$ cat config.mk
export PLATFORM = sky130hd
export DESIGN_NAME = param_sub_seq_flat
export DESIGN_NICKNAME = d
export VERILOG_FILES = /design/src/rtl/param_sub_seq_pkg.sv /design/src/rtl/param_sub_seq_if.sv /design/src/rtl/param_sub_seq_chunk.sv /design/src/rtl/param_sub_seq.sv /design/src/flat_wrapper.sv
export SDC_FILE = /design/constraint.sdc
export NUM_CORES = 1
export LEC_CHECK = 0
export BUFFER_PORTS_ARGS = -buffer_cell sky130_fd_sc_hd__buf_2
export CORE_UTILIZATION = 52
export DETAILED_ROUTE_END_ITERATION = 16
export PLACE_DENSITY = 0.78
export SETUP_SLACK_MARGIN = 0.02
export SLEW_MARGIN = 20
export SYNTH_ARGS = -nofsm -noshare
export SYNTH_HDL_FRONTEND = slang
export SYNTH_SLANG_ARGS = --single-unit
$ cat constraint.sdc
create_clock -name clk -period 10.4 [get_ports clk]
set_clock_uncertainty 0.05 [all_clocks]
set_input_delay 0 -clock clk [delete_from_list [all_inputs] [get_ports clk]]
set_output_delay 0 -clock clk [all_outputs]
set_load 0.05 [all_outputs]
$ cat src/rtl/param_sub_seq_pkg.sv
// Shared definitions for the sequential chunked subtractor (param_sub_seq).
// Optional feature macro: PARAM_SUB_ZERO_FLAG_EN (adds a zero-result flag).
package param_sub_seq_pkg;

    localparam int DEF_WIDTH = 32;
    localparam int DEF_CHUNK = 8;

    typedef enum logic [1:0] {
        IDLE = 2'd0,
        CALC = 2'd1,
        DONE = 2'd2
    } state_e;

    // True when the width splits into a whole number of non-empty chunks.
    function automatic bit width_chunk_ok(input int width, input int chunk);
        if (chunk < 1) begin
            return 1'b0;
        end
        return (width >= chunk) && ((width % chunk) == 0);
    endfunction

endpackage

$ cat src/rtl/param_sub_seq_if.sv
// Operand/result handshake bundle for param_sub_seq.
// zero_out exists only when PARAM_SUB_ZERO_FLAG_EN is defined.
interface param_sub_seq_if
    import param_sub_seq_pkg::*;
#(
    parameter int WIDTH = DEF_WIDTH
);
    logic             in_valid;
    logic             in_ready;
    logic [WIDTH-1:0] c_in;
    logic [WIDTH-1:0] a_in;
    logic             out_valid;
    logic             out_ready;
    logic [WIDTH-1:0] b_out;
    logic             borrow_out;
`ifdef PARAM_SUB_ZERO_FLAG_EN
    logic             zero_out;
`endif

    // Producer of operands / consumer of results.
    modport master (
        output in_valid, c_in, a_in, out_ready,
        input  in_ready, out_valid, b_out, borrow_out
`ifdef PARAM_SUB_ZERO_FLAG_EN
        , input zero_out
`endif
    );

    // The subtractor itself.
    modport slave (
        input  in_valid, c_in, a_in, out_ready,
        output in_ready, out_valid, b_out, borrow_out
`ifdef PARAM_SUB_ZERO_FLAG_EN
        , output zero_out
`endif
    );

endinterface

$ cat src/rtl/param_sub_seq_chunk.sv
// One CHUNK-bit slice of the subtractor: d = c - a - borrow_in, with the
// borrow taken from the extra MSB of a CHUNK+1-bit difference.
// With PARAM_SUB_ZERO_FLAG_EN defined, also reports whether the slice is zero.
module param_sub_chunk #(
    parameter int CHUNK = 8
) (
    input  logic [CHUNK-1:0] c_i,
    input  logic [CHUNK-1:0] a_i,
    input  logic             borrow_i,
    output logic [CHUNK-1:0] d_o,
    output logic             borrow_o
`ifdef PARAM_SUB_ZERO_FLAG_EN
    , output logic           zero_o
`endif
);

    logic [CHUNK:0] diff;

    // Zero-extended subtract: a negative result sets the top bit, which is the borrow.
    assign diff     = {1'b0, c_i} - {1'b0, a_i} - {{CHUNK{1'b0}}, borrow_i};
    assign d_o      = diff[CHUNK-1:0];
    assign borrow_o = diff[CHUNK];

`ifdef PARAM_SUB_ZERO_FLAG_EN
    assign zero_o   = (diff[CHUNK-1:0] == '0);
`endif

endmodule

$ cat src/rtl/param_sub_seq.sv
// Sequential inverse of the WIDTH-bit adder: b_out = c_in - a_in (mod 2^WIDTH),
// processed CHUNK bits per cycle LSB first, behind valid/ready handshakes.
// Optional feature macro: PARAM_SUB_ZERO_FLAG_EN (zero_out, accumulated per chunk).
module param_sub_seq
    import param_sub_seq_pkg::*;
#(
    parameter int WIDTH = DEF_WIDTH,
    parameter int CHUNK = DEF_CHUNK
) (
    input  logic           clk,
    input  logic           rst_n,
    param_sub_seq_if.slave bus
);

    localparam int NCHUNK = (CHUNK >= 1) ? (WIDTH / CHUNK) : 1;
    localparam int CNT_W  = (NCHUNK > 1) ? $clog2(NCHUNK) : 1;
    localparam logic [CNT_W-1:0] LAST_CNT = CNT_W'(NCHUNK - 1);

    if (!width_chunk_ok(WIDTH, CHUNK)) begin : g_param_err
        $error("param_sub_seq: WIDTH (%0d) must be a positive multiple of CHUNK (%0d)", WIDTH, CHUNK);
    end

    state_e             state_q;
    state_e             state_d;
    logic [CNT_W-1:0]   cnt_q;
    logic [WIDTH-1:0]   c_q;
    logic [WIDTH-1:0]   a_q;
    logic               borrow_q;
    logic [CHUNK-1:0]   b_chunk_q [NCHUNK];

    logic [CHUNK-1:0]   c_chunk   [NCHUNK];
    logic [CHUNK-1:0]   a_chunk   [NCHUNK];
    logic [WIDTH-1:0]   b_flat;
    logic [CHUNK-1:0]   diff_chunk;
    logic               borrow_d;
    logic               accept;
    logic               calc_step;

`ifdef PARAM_SUB_ZERO_FLAG_EN
    logic               zero_acc_q;
    logic               chunk_zero;
`endif

    assign accept    = (state_q == IDLE) && bus.in_valid;
    assign calc_step = (state_q == CALC);

    // Split the latched operands into chunks and reassemble the result chunks.
    always_comb begin
        b_flat = '0;
        for (int i = 0; i < NCHUNK; i++) begin
            c_chunk[i] = c_q[i*CHUNK +: CHUNK];
            a_chunk[i] = a_q[i*CHUNK +: CHUNK];
            b_flat[i*CHUNK +: CHUNK] = b_chunk_q[i];
        end
    end

    // Single slice subtractor, fed the chunk selected by the counter each CALC cycle.
    param_sub_chunk #(
        .CHUNK    (CHUNK)
    ) u_chunk (
        .c_i      (c_chunk[cnt_q]),
        .a_i      (a_chunk[cnt_q]),
        .borrow_i (borrow_q),
        .d_o      (diff_chunk),
        .borrow_o (borrow_d)
`ifdef PARAM_SUB_ZERO_FLAG_EN
        , .zero_o (chunk_zero)
`endif
    );

    // State register.
    always_ff @(posedge clk or negedge rst_n) begin
        if (!rst_n) begin
            state_q <= IDLE;
        end else begin
            state_q <= state_d;
        end
    end

    // Next-state logic: accept, walk NCHUNK chunks, then wait for the consumer.
    always_comb begin
        state_d = state_q;
        unique case (state_q)
            IDLE:    if (bus.in_valid)       state_d = CALC;
            CALC:    if (cnt_q == LAST_CNT)  state_d = DONE;
            DONE:    if (bus.out_ready)      state_d = IDLE;
            default:                         state_d = IDLE;
        endcase
    end

    // Operand capture, chunk counter and the borrow carried between chunks.
    always_ff @(posedge clk or negedge rst_n) begin
        if (!rst_n) begin
            c_q      <= '0;
            a_q      <= '0;
            cnt_q    <= '0;
            borrow_q <= 1'b0;
        end else if (accept) begin
            c_q      <= bus.c_in;
            a_q      <= bus.a_in;
            cnt_q    <= '0;
            borrow_q <= 1'b0;
        end else if (calc_step) begin
            cnt_q    <= (cnt_q == LAST_CNT) ? '0 : cnt_q + 1'b1;
            borrow_q <= borrow_d;
        end
    end

    // Result chunks: each slot is written only in the CALC cycle that owns it,
    // so the previous result stays visible until it is overwritten.
    for (genvar gi = 0; gi < NCHUNK; gi++) begin : g_res
        always_ff @(posedge clk or negedge rst_n) begin
            if (!rst_n) begin
                b_chunk_q[gi] <= '0;
            end else if (calc_step && (cnt_q == CNT_W'(gi))) begin
                b_chunk_q[gi] <= diff_chunk;
            end
        end
    end

`ifdef PARAM_SUB_ZERO_FLAG_EN
    // Running AND of per-chunk zero tests; complete when out_valid rises.
    always_ff @(posedge clk or negedge rst_n) begin
        if (!rst_n) begin
            zero_acc_q <= 1'b0;
        end else if (accept) begin
            zero_acc_q <= 1'b1;
        end else if (calc_step) begin
            zero_acc_q <= zero_acc_q & chunk_zero;
        end
    end

    assign bus.zero_out = zero_acc_q;
`endif

    assign bus.in_ready   = (state_q == IDLE);
    assign bus.out_valid  = (state_q == DONE);
    assign bus.b_out      = b_flat;
    assign bus.borrow_out = borrow_q;

endmodule

$ cat src/flat_wrapper.sv
// flat-port wrapper written by rule: the top's interface ports become plain ports
module param_sub_seq_flat import param_sub_seq_pkg::*;
#(
    parameter int WIDTH = DEF_WIDTH,
    parameter int CHUNK = DEF_CHUNK
)
  (clk, rst_n, bus_in_valid, bus_c_in, bus_a_in, bus_out_ready, bus_in_ready, bus_out_valid, bus_b_out, bus_borrow_out);
  param_sub_seq_if #(.WIDTH(WIDTH)) bus_i ();
  input  logic clk;
  input  logic rst_n;
  input wire logic [$bits(bus_i.in_valid)-1:0] bus_in_valid;
  input wire logic [$bits(bus_i.c_in)-1:0] bus_c_in;
  input wire logic [$bits(bus_i.a_in)-1:0] bus_a_in;
  input wire logic [$bits(bus_i.out_ready)-1:0] bus_out_ready;
  output wire logic [$bits(bus_i.in_ready)-1:0] bus_in_ready;
  output wire logic [$bits(bus_i.out_valid)-1:0] bus_out_valid;
  output wire logic [$bits(bus_i.b_out)-1:0] bus_b_out;
  output wire logic [$bits(bus_i.borrow_out)-1:0] bus_borrow_out;
  assign bus_i.in_valid = bus_in_valid;
  assign bus_i.c_in = bus_c_in;
  assign bus_i.a_in = bus_a_in;
  assign bus_i.out_ready = bus_out_ready;
  assign bus_in_ready = bus_i.in_ready;
  assign bus_out_valid = bus_i.out_valid;
  assign bus_b_out = bus_i.b_out;
  assign bus_borrow_out = bus_i.borrow_out;
  param_sub_seq #(.WIDTH(WIDTH), .CHUNK(CHUNK)) u_core (.clk(clk), .rst_n(rst_n), .bus(bus_i));
endmodule
-- Word level (Yosys, flattened, before mapping)
Cells that the tools add are included.
- output and inout bits: 35
- input bits: 68
- logic and storage cells: 46
- register bits: 101
- equal/unequal tests: 8
- muxes and demuxes: 15
- $lt $le $gt $ge: 1
- reductions and logical operators: 9
- bitwise gates (word level): 1
- add/sub/neg operators: 3
- operators with widths (cell ; count):
    binary-select mux 8 bit (select 2 bit) ; 2
    two-way mux 8 bit ; 4
    two-way mux 2 bit ; 6
    subtractor 8 x 8 -> 9 bit ; 1
    subtractor 9 x 1 -> 9 bit ; 1
    equality test 2 bit (second input constant) ; 3
    != test 2 bit (second input constant) ; 3
    case mux 2 bit (3 select lines) ; 1
    logical AND 1 bit ; 5
    equality test 2 x 1 -> 1 bit (second input constant) ; 2
    zero test 2 bit ; 2
    greater-or-equal comparator 3 bit (second input constant) ; 1
    inverter 2 -> 3 bit ; 1
    AND reduction 3 bit ; 1
    adder 2 x 1 -> 2 bit (second input constant) ; 1
    two-way mux 1 bit ; 2
    nonzero test 2 bit ; 1

-- Longest topological paths before layout
- depth in word-level cells: 8
- mapped depth: 12
- mapped depth without buffers: 10

-- Cells and area by module
Synthesis repeated with hierarchy kept, for this count alone.
- cell total of the unflattened synthesis: 323
- area, all modules: 5091.1 µm²
- modules (own cells, without submodules) (module ; times used ; sequential area each (µm²) ; area an instance (µm²) ; cells each):
    param_sub_seq ; 1 ; 2527.4 ; 4536.9 ; 247
    param_sub_chunk ; 1 ; 0.0 ; 554.3 ; 76

-- Worst setup path after synthesis
No wires, ideal clock.
- path type: flip-flop to flip-flop
- from: register u_core.cnt_q[0]
- to: register u_core.b_chunk_q (netlist bit u_core.bus.b_out[14])
- cell stages (with the launch flop): 11
- arrival time: 3.105 ns
- buffers on the path: 2
- clock period less this slack: 3.251 ns
- library setup time: 0.096 ns
- data required time: 10.254 ns
- setup slack: 7.149 ns
- path through: dfrtp_1 buf_2 buf_2 mux4_2 fa_1 fa_1 a21boi_1 o21ai_1 a21boi_1 nor3_1 o31ai_1
- longest elaborated chain between the ends: 6
- elaborated cells between the ends (all ways): 11
- those cells by class: 2 x add/sub; 1 x eq/ne; 6 x mux; 1 x bitwise; 1 x reduce/logical
- RTL lines (item ; line ; text):
    start, declared ; param_sub_seq.sv:25 ; logic [CNT_W-1:0] cnt_q;
    start signal, assigned ; param_sub_seq.sv:104 ; cnt_q <= (cnt_q == LAST_CNT) ? '0 : cnt_q + 1'b1;
    inverter 2 -> 3 bit (implied by the code) ; param_sub_seq.sv:61, param_sub_seq.sv:62 ;
    binary-select mux 8 bit (select 2 bit), on equally long branches ; param_sub_seq.sv:61, param_sub_seq.sv:62 ;
    two-way mux 8 bit, on equally long branches (2 in a row) ; param_sub_seq.sv:61, param_sub_seq.sv:62 ;
    subtractor 8 x 8 -> 9 bit ; param_sub_seq_chunk.sv:20 ; assign diff = {1'b0, c_i} - {1'b0, a_i} - {{CHUNK{1'b0}}, borrow_i};
    subtractor 9 x 1 -> 9 bit ; param_sub_seq_chunk.sv:20 ;
    end signal, assigned by index ; param_sub_seq.sv:116 ; b_chunk_q[gi] <= diff_chunk;
    end, declared ; param_sub_seq.sv:29 ; logic [CHUNK-1:0] b_chunk_q [NCHUNK];
Several ways; a longest one is shown, not always the timed one. The select of a mux whose other input is x is not followed.
A chain may end at the register's enable or synchronous reset.

-- Final worst setup path
- from: register u_core.cnt_q[1]
- to: register u_core.b_chunk_q (netlist bit u_core.bus.b_out[14])
The elaborated chain is that of the path after synthesis.

==> key figures <==
Detailed routing
  – Wire per inst: between 10 and 15 um
  – Initial drt markers: about 220
  – DR pass1 iterations: 4
  – Routed WL: 10,900 um
  – Vias: ~3,900
  – # DRC: 0
  – Avg Vias per Cell: ~5.2
  – Final ANT Viol Nets: 0

Place
  – Place WS: around 7100 ps
  – Dpl hpwl: around 7000 um
  – Port bufs: roughly 100
  – Final GP Congestion: roughly 0.87

Synth
  – Post-Syn Nets: a little under 600
  – Compound-Gate Fraction of Synth Area: 0.0640
  – Largest family of logic cells by synthesized area: simple AND/OR/NAND/NOR gates
  – Syn. warnings: 0
  – Area leader, netlist: dfrtp_1
  – Cell variety after synth: 32
  – Synth top area share: 0.543
  – Synth area leaders: dfrtp_1, nand2_1, mux4_2, ha_1, o21ai_1
  – Syn Area/Cell: approximately 9.5 sq um
  – FF+latch count, synth: 101
  – Adder-Cell Fraction of Synth Area: 0.0516
  – Mapped Area: around 0.0047 sq mm
  – Sequential area share after synthesis: 0.543
  – Post-Syn Instances: 492
  – Simple-gate portion of the synthesized area: 0.208
  – Synth Area in XOR/XNOR: 0.00941
  – Multiplexer share of the synthesized area: 0.0826

Floorplan
  – Initial core utilization: 0.536
  – Die footprint: between 0.009 and 0.01 sq mm
  – Die width: ~97 um
  – Core Box Area: between 0.008 and 0.009 sq mm
  – Row cnt: 34
  – I/O pins: 103
  – Die Y: 96.6 um

Worst setup path
  – Arrival @ worst endpoint: 3600 ps
  – Startpoint types: flip-flop
  – Critical path endpoint category: flip-flop
  – Worst Path Max Fanout: 20
  – Worst Path Class, Setup: flip-flop to flip-flop
  – Req. time, crit path: around 11,000 ps
  – Cells on worst reg2reg path: 8

Final layout
  – Layout cells sized above 1: 0.209
  – Most frequent cells in the layout: nand2_1, buf_2, dfrtp_1
  – Post-layout util: 0.700
  – Commonest non-fill, non-tap cell in the layout: nand2_1
  – Antenna diodes: 0
  – Area Growth Syn to Fin: 30.6%
  – FF/Latch Area: between 0.002 and 0.003 sq mm
  – FILL cells: about 640
  – NumNets Final: between 700 and 800
  – Footprint of the multi-input gates: between 0.0015 and 0.002 sq mm

STA
  – Fmax: roughly 300 MHz
  – Fin crit share: 0.327
  – Setup WS post-layout: around 7000 ps
  – Setup TNS: 0 ps
  – Final hold violation count: 0
  – Max-slew violations: 0
  – Final Setup Violations: 0
  – Slew HR: 0.338
  – Worst-Margin Slew: 992 ps
  – RSZ-0062 raised after global routing: false
  – Tmin final: 3400 ps

Clocking
  – Max clock buf depth: 2
  – Root Buffer: clkbuf_8
  – TritonCTS buffer count: 9
  – Clk sinks: approximately 100
  – Clock transition at path regs: 90 ps
  – H-tree levels: 3
  – CTS tree: done
  – Latest clock arrival within the worst-skew pair: ~360 ps

GRT
  – Vias in the first global route: 3,877
  – Total Routing Usage GR: 0.259
  – Global-route wire length before repair: between 15,000 and 20,000 um
  – Initial antenna violation count: 0
  – Largest net degree at the start of global routing: 68
  – GR Overflow Total: 0

Outcome
  – Status: finished, final reports clean

Hold path
  – Worst hold path class: input port to async pin

Run
  – Max cap viols: 0
==> final timing paths <==
path,from,end,slack [ps]
setup / recovery,u_core.cnt_q[1]$_DFFE_PN0P_,u_core.bus.b_out[14]$_DFFE_PN0P_,7000
min in group clk,bus_in_valid,u_core.a_q[0]$_DFFE_PN0P_,250
hold reg to reg,u_core.c_q[8]$_DFFE_PN0P_,u_core.c_q[8]$_DFFE_PN0P_,430
setup reg to reg,u_core.cnt_q[1]$_DFFE_PN0P_,u_core.bus.b_out[14]$_DFFE_PN0P_,7000
max in group asynchronous,rst_n,u_core.c_q[18]$_DFFE_PN0P_,9090
hold / removal,rst_n,u_core.bus.b_out[24]$_DFFE_PN0P_,100
==> critical path, cell delays in order (launching register included) <==
cell	delay, ps
dfrtp_1	1010
mux4_2	430
fa_1	450
fa_1	440
a21boi_1	210
o21ai_1	100
a21boi_1	220
nor3_1	120
o31ai_1	240
==> routing by layer <==
metal	global-route usage	vias to the layer above	routed length (um)
met2	0.433	134	5390
met4	0.138	0	404
met1	0.322	1868	4620
li1	-	1899	-
met3	0.0462	32	499
met5	0	-	0
==> cell type report <==
| cell class | count | area share |
|---|---|---|
| Inverter | 26 | 0.0161 |
| Clock buffer | 11 | 0.0216 |
| Sequential cell | 101 | 0.416 |
| Tap cell | 108 | 0.0222 |
| Multi-Input combinational cell | 343 | 0.320 |
| Timing Repair Buffer | 170 | 0.196 |
| Clock inverter | 4 | 0.00824 |
==> per-stage QoR <==
stage / cell area (sq um) / hold slack [ps] / cells
after floorplan: 4650 / -346 / 492
after global placement: 5230 / -32.2 / 682
after detailed placement: 5230 / -27.9 / 682
after CTS: 6070 / 121 / 763
after global routing: 6070 / 160 / 763
final: 6070 / 99.8 / 763
==> cells in the mapped netlist <==
cell type	count
inv_1	26
o21bai_1	1
clkbuf_1	16
buf_6	1
nor2_1	2
o211ai_1	1
a32oi_1	1
nand2_1	236
buf_2	3
mux4_2	15
mux2i_1	1
o31ai_1	6
xnor2_1	2
o21ai_1	33
nor3_1	2
nand2b_1	3
mux2i_4	1
a31oi_1	1
ha_1	16
o221ai_2	1
and2_1	2
mux2i_2	1
o21a_1	1
buf_1	2
nor2b_1	2
dfrtp_1	101
xor2_1	3
nand3_1	4
a21boi_1	2
fa_1	2
o21ai_0	1
a21oi_1	3
==> flip-flops by register name, summed over array words and instances (netlist names) <==
name                   flops
u_core.a_q                32
u_core.bus.b_out          32
u_core.bus.borrow_out      1
u_core.state_q             2
u_core.c_q                32
u_core.cnt_q               2
==> timing repair <==
action,4_1_cts,5_1_grt
endpoints found under the hold margin,109,0
setup buffers,0,0
gates resized for setup,0,0
hold buffers,66,0
==> cell families (layout without fill, tap and decap cells) <==
family	after synthesis	count (layout)
flip-flops	101	101
multiplexers	18	18
adder cells (fa/ha/maj)	18	18
AO/OA/AOI/OAI	51	51
XOR/XNOR	5	5
buffers and inverters	48	211
AND/OR/NAND/NOR	251	251
Power is not shown: default switching activity piles up to over one toggle a cycle in this logic, so the estimate is an artifact.
